[src/rtl/shuf_pkg.sv]
// Shared defaults and types for the select-vector shuffle decoder pipeline.
// The config struct carries a rotation field wide enough for any lane count.
package shuf_pkg;

    localparam int LANES_DEF = 8;
    localparam int SELW_DEF  = 3;
    localparam int CNT_W     = 16;
    localparam int ROT_W     = 8;

    typedef struct packed {
        logic [ROT_W-1:0] rot;
        logic             inv;
    } cfg_t;

endpackage

[src/rtl/shuf_lane_dec.sv]
// One lane of the select decoder: a one-hot (or one-cold) LW-bit vector
// marking which bit position k the lane field targets, given rotation rot.
module shuf_lane_dec #(
    parameter int SELW     = 3,
    parameter int LANE_IDX = 0
) (
    input  logic [SELW-1:0]      f,
    input  logic [SELW-1:0]      rot,
    input  logic                 inv,
    output logic [2**SELW-1:0]   sel
);

    localparam int              LW  = 2**SELW;
    localparam logic [SELW-1:0] IDX = SELW'(LANE_IDX % LW);

    // NOTE: default every always_comb output first so no path can infer a latch.
    always_comb begin
        sel = '0;
        for (int k = 0; k < LW; k++) begin
            sel[k] = (f == SELW'(IDX - SELW'(k) + rot)) ^ inv;
        end
    end

endmodule

[src/rtl/shuf_sel_pipe.sv]
// Two-stage valid/ready pipeline: S1 captures lane fields and a config
// snapshot, S2 holds the decoded select vector; counts output handshakes.
module shuf_sel_pipe
    import shuf_pkg::*;
#(
    parameter int LANES = LANES_DEF,
    parameter int SELW  = SELW_DEF
) (
    input  logic                        clk,
    input  logic                        rst,
    input  logic                        cfg_we,
    input  logic [SELW-1:0]             cfg_rot,
    input  logic                        cfg_inv,
    input  logic                        in_valid,
    output logic                        in_ready,
    input  logic [LANES*(2**SELW)-1:0]  in_b,
    output logic                        out_valid,
    input  logic                        out_ready,
    output logic [LANES*(2**SELW)-1:0]  out_sel,
    output logic [CNT_W-1:0]            out_cnt
);

    localparam int LW = 2**SELW;
    localparam int DW = LANES*LW;

    cfg_t                     cfg_q;
    cfg_t                     s1_cfg;
    logic                     s1_valid;
    logic [LANES*SELW-1:0]    s1_f;
    logic [LANES*SELW-1:0]    fields;
    logic [DW-1:0]            dec_sel;
    logic                     s2_free;
    logic                     unused_bits;

    assign s2_free  = !out_valid || out_ready;
    assign in_ready = !rst && (!s1_valid || s2_free);

    // Only the low SELW bits of each lane and of the stored rotation matter.
    assign unused_bits = ^{in_b, s1_cfg.rot};

    always_comb begin
        fields = '0;
        for (int i = 0; i < LANES; i++) begin
            fields[i*SELW +: SELW] = in_b[i*LW +: SELW];
        end
    end

    // NOTE: sequential state uses non-blocking assignments so every flop samples pre-edge values.
    always_ff @(posedge clk or posedge rst) begin
        if (rst) begin
            cfg_q <= '0;
        end else if (cfg_we) begin
            cfg_q <= '{rot: ROT_W'(cfg_rot), inv: cfg_inv};
        end
    end

    // The snapshot takes cfg_q before any same-cycle cfg_we update lands.
    always_ff @(posedge clk or posedge rst) begin
        if (rst) begin
            s1_valid <= 1'b0;
            s1_f     <= '0;
            s1_cfg   <= '0;
        end else if (in_ready) begin
            s1_valid <= in_valid;
            if (in_valid) begin
                s1_f   <= fields;
                s1_cfg <= cfg_q;
            end
        end
    end

    for (genvar g = 0; g < LANES; g++) begin : g_lane
        shuf_lane_dec #(
            .SELW     (SELW),
            .LANE_IDX (g)
        ) u_dec (
            .f   (s1_f[g*SELW +: SELW]),
            .rot (s1_cfg.rot[SELW-1:0]),
            .inv (s1_cfg.inv),
            .sel (dec_sel[g*LW +: LW])
        );
    end

    // NOTE: out_sel is reset and zeroed on bubbles because it must read 0 whenever out_valid is low.
    always_ff @(posedge clk or posedge rst) begin
        if (rst) begin
            out_valid <= 1'b0;
            out_sel   <= '0;
        end else if (s2_free) begin
            out_valid <= s1_valid;
            out_sel   <= s1_valid ? dec_sel : '0;
        end
    end

    always_ff @(posedge clk or posedge rst) begin
        if (rst) begin
            out_cnt <= '0;
        end else if (out_valid && out_ready) begin
            out_cnt <= out_cnt + CNT_W'(1);
        end
    end

endmodule

[config.mk]
export PLATFORM = sky130hd
export DESIGN_NAME = shuf_sel_pipe
export DESIGN_NICKNAME = d
export VERILOG_FILES = /design/src/rtl/shuf_pkg.sv /design/src/rtl/shuf_lane_dec.sv /design/src/rtl/shuf_sel_pipe.sv
export SDC_FILE = /design/constraint.sdc
export NUM_CORES = 1
export LEC_CHECK = 0
export CAP_MARGIN = 20
export CORE_UTILIZATION = 40
export DETAILED_ROUTE_END_ITERATION = 12
export PLACE_DENSITY = 0.67
export SLEW_MARGIN = 30
export SYNTH_ARGS = -nofsm -noshare
export SYNTH_HDL_FRONTEND = slang
export SYNTH_SLANG_ARGS = --single-unit
[constraint.sdc]
create_clock -name clk -period 8.2 [get_ports clk]
set_clock_uncertainty 0.2 [all_clocks]
set_input_delay 1.64 -clock clk [delete_from_list [all_inputs] [get_ports clk]]
set_output_delay 1.64 -clock clk [all_outputs]
set_load 0.05 [all_outputs]
==> results.sh <==
export IMPL_outcome="finished, final reports clean"
export IMPL_yosys_area_top_type="dfrtp_1"
export IMPL_synth_top_area_share_pct=45.4
export IMPL_grt_pass1_wl_um=25000
export IMPL_yosysWarnings=0
export IMPL_startpoint_type="input pin"
export IMPL_grt_ovfl_total=0
export IMPL_drc=0
export IMPL_clock_path_buffers=2
export IMPL_end_kind="primary output"
export IMPL_async_flop_share_pct=100
export IMPL_holdPathStages=2
export IMPL_antenna_found_initial=0
export IMPL_syn_to_final_growth_pct=29.2
export IMPL_synth_ff_type="dfrtp_1"
export IMPL_syn_avg_cell_area_um2=10.1
export IMPL_rsz0062_at_grt="false"
export IMPL_syn_inst=621
export IMPL_min_delay_start="out_sel[0]"
export IMPL_cts_resized=0
export IMPL_dpl_cell_area_um2=7540
export IMPL_crit_start="out_ready"
export IMPL_cp_max_fo=4
export IMPL_rows=45
export IMPL_ys_ff_latch=114
export IMPL_diodes=0
export IMPL_cp_required_ns=6.36
export IMPL_drt_first_pass_iters=4
export IMPL_root_buffer="clkbuf_16"
export IMPL_die_h_um=127
export IMPL_place_inst=903
export IMPL_wirelength_um=15400
export IMPL_ant_nets=0
export IMPL_vias=4878
export IMPL_clock_latency_ns=0.41
export IMPL_synth_area_leaders="dfrtp_1, xnor2_1, mux2i_1"
export IMPL_grt_usage_pct=20.0
export IMPL_worstMarginPinSlew_ns=0.991
export IMPL_post_route_min_period_ns=5.10
export IMPL_peakVddDrop_mv=0.202
export IMPL_hold_viol_final=0
export IMPL_cp_data_arrival_time_ns=3.26
export IMPL_syn_nets=697
export IMPL_port_buffers=114
export IMPL_final_cell_area_um2=8110
export IMPL_final_nets=787
export IMPL_drive_gt1_share_pct=11.2
export IMPL_rrSetupSlack_ns=5.47
export IMPL_ios=155
export IMPL_setup_tns_ns=0
export IMPL_yosysUniqueCellTypes=31
export IMPL_cts_setup_buffers=0
export IMPL_start_util_pct=41.1
export IMPL_power_mw=3.25
export IMPL_clkTransAtPathRegs_ns=0.05
export IMPL_final_cell_mix="dfrtp_1, clkdlybuf4s50_1, nand2_1, xnor2_1, mux2i_1"
export IMPL_grt_max_degree=78
export IMPL_h_tree_depth=4
export IMPL_syn_area_um2=6280
export IMPL_grt_pass1_vias=4953
export IMPL_crit_type="input pin to primary output"
export IMPL_fmax_mhz=196
export IMPL_core_area_um2=15300
export IMPL_powerDensity_nw_per_um2=400
export IMPL_first_iter_violations=171
export IMPL_ys_seq_area_share_pct=45.4
export IMPL_synth_edf_count=0
export IMPL_slew_violations=0
export IMPL_cts_made_buffers=17
export IMPL_place_congestion=0.775
export IMPL_hold_buffers=0
export IMPL_drv_cap=0
export IMPL_max_slew_margin_pct=33.6
export IMPL_die_x_um=127
export IMPL_finalCritPeriodShare_pct=62.2
export IMPL_r2r_start="s1_cfg[1]"
export IMPL_setup_viol=0
export IMPL_fin_hold_ws_ns=0.261
export IMPL_instances_no_fill=935
export IMPL_p_leak_nw=3.47
export IMPL_cts_sinks=114
export IMPL_routedWlPerCell_um=16.5
export IMPL_r2r_cells=5
export IMPL_vias_per_cell=5.22
export IMPL_cts_tree="yes"
export IMPL_die_area_um2=16200
export IMPL_worstHoldPathType="flip-flop to flip-flop"
export IMPL_dp_final_hpwl_um=10400
[kinds of logic (layout without fill, tap and decap cells)]
| logic type | count (synthesis) | in the layout | synth area share [%] |
|---|---|---|---|
| AND/OR/NAND/NOR | 206 | 206 | 15.3 |
| buffers and inverters | 54 | 157 | 3.99 |
| multiplexers | 81 | 81 | 13.6 |
| AO/OA/AOI/OAI | 66 | 66 | 7.18 |
| flip-flops | 114 | 114 | 45.4 |
| XOR/XNOR | 97 | 97 | 14.0 |
| adder cells (fa/ha/maj) | 3 | 3 | 0.598 |
[area by class of cell]
| type | instances | area [um^2] |
|---|---|---|
| Sequential cell | 114 | 2850 |
| Tap cell | 211 | 264 |
| Timing Repair Buffer | 121 | 1210 |
| Inverter | 4 | 17.5 |
| Multi-Input combinational cell | 453 | 3200 |
| Fill cell | 1376 | 7150 |
| Clock inverter | 13 | 113 |
| Clock buffer | 19 | 453 |
[power breakdown]
| part | leakage (nW) | total (mW) | switching, mW | internal (mW) |
|---|---|---|---|---|
| registers | 1.45 | 0.898 | 0.163 | 0.735 |
| clock network | 0.263 | 0.693 | 0.263 | 0.430 |
| logic | 1.76 | 1.65 | 1.06 | 0.595 |
[metrics by stage]
step,setup WS [ns],util (%)
6_report,3.10,53.2
4_1_cts,3.08,53.2
3_5_place_dp,3.10,49.4
3_3_place_gp,3.08,49.2
2_1_floorplan,2.90,-
5_1_grt,3.03,53.2
[worst max-delay path, stage by stage]
cell and delay [ns]:
clkdlybuf4s50_1 0.56, nor2b_4 0.07, a21oi_1 0.16, clkdlybuf4s50_1 0.83
[worst paths after layout]
path | to
min in group asynchronous | s1_f[17]
min reg2reg | out_sel[0]
max | in_ready
max reg2reg | out_sel[12]
max in group asynchronous | out_sel[34]
min | out_sel[0]
[sequential cells by signal (all words and copies together), names as in the netlist]
name       flops
s1_cfg         4
cfg_q          4
out_valid      1
s1_valid       1
s1_f          24
out_cnt       16
out_sel       64
[synth_stat cells, drive strengths merged, types with 17 or more instances]
cell type	number
nor3	24
clkbuf	29
mux2i	48
nand3	23
buf	21
a32oi	32
dfrtp	114
mux2	33
xor2	35
nand2b	17
xnor2	62
nand2	113
o21ai	33
[metal layers]
metal	wire length (um)	share of wire, %	global-route usage (%)
met5	0	0	0
met4	384	2.5	9.73
met3	773	5.0	5.11
met2	7660	50	33.1
met1	6580	43	24.2
(Power assumes the default switching activity.)
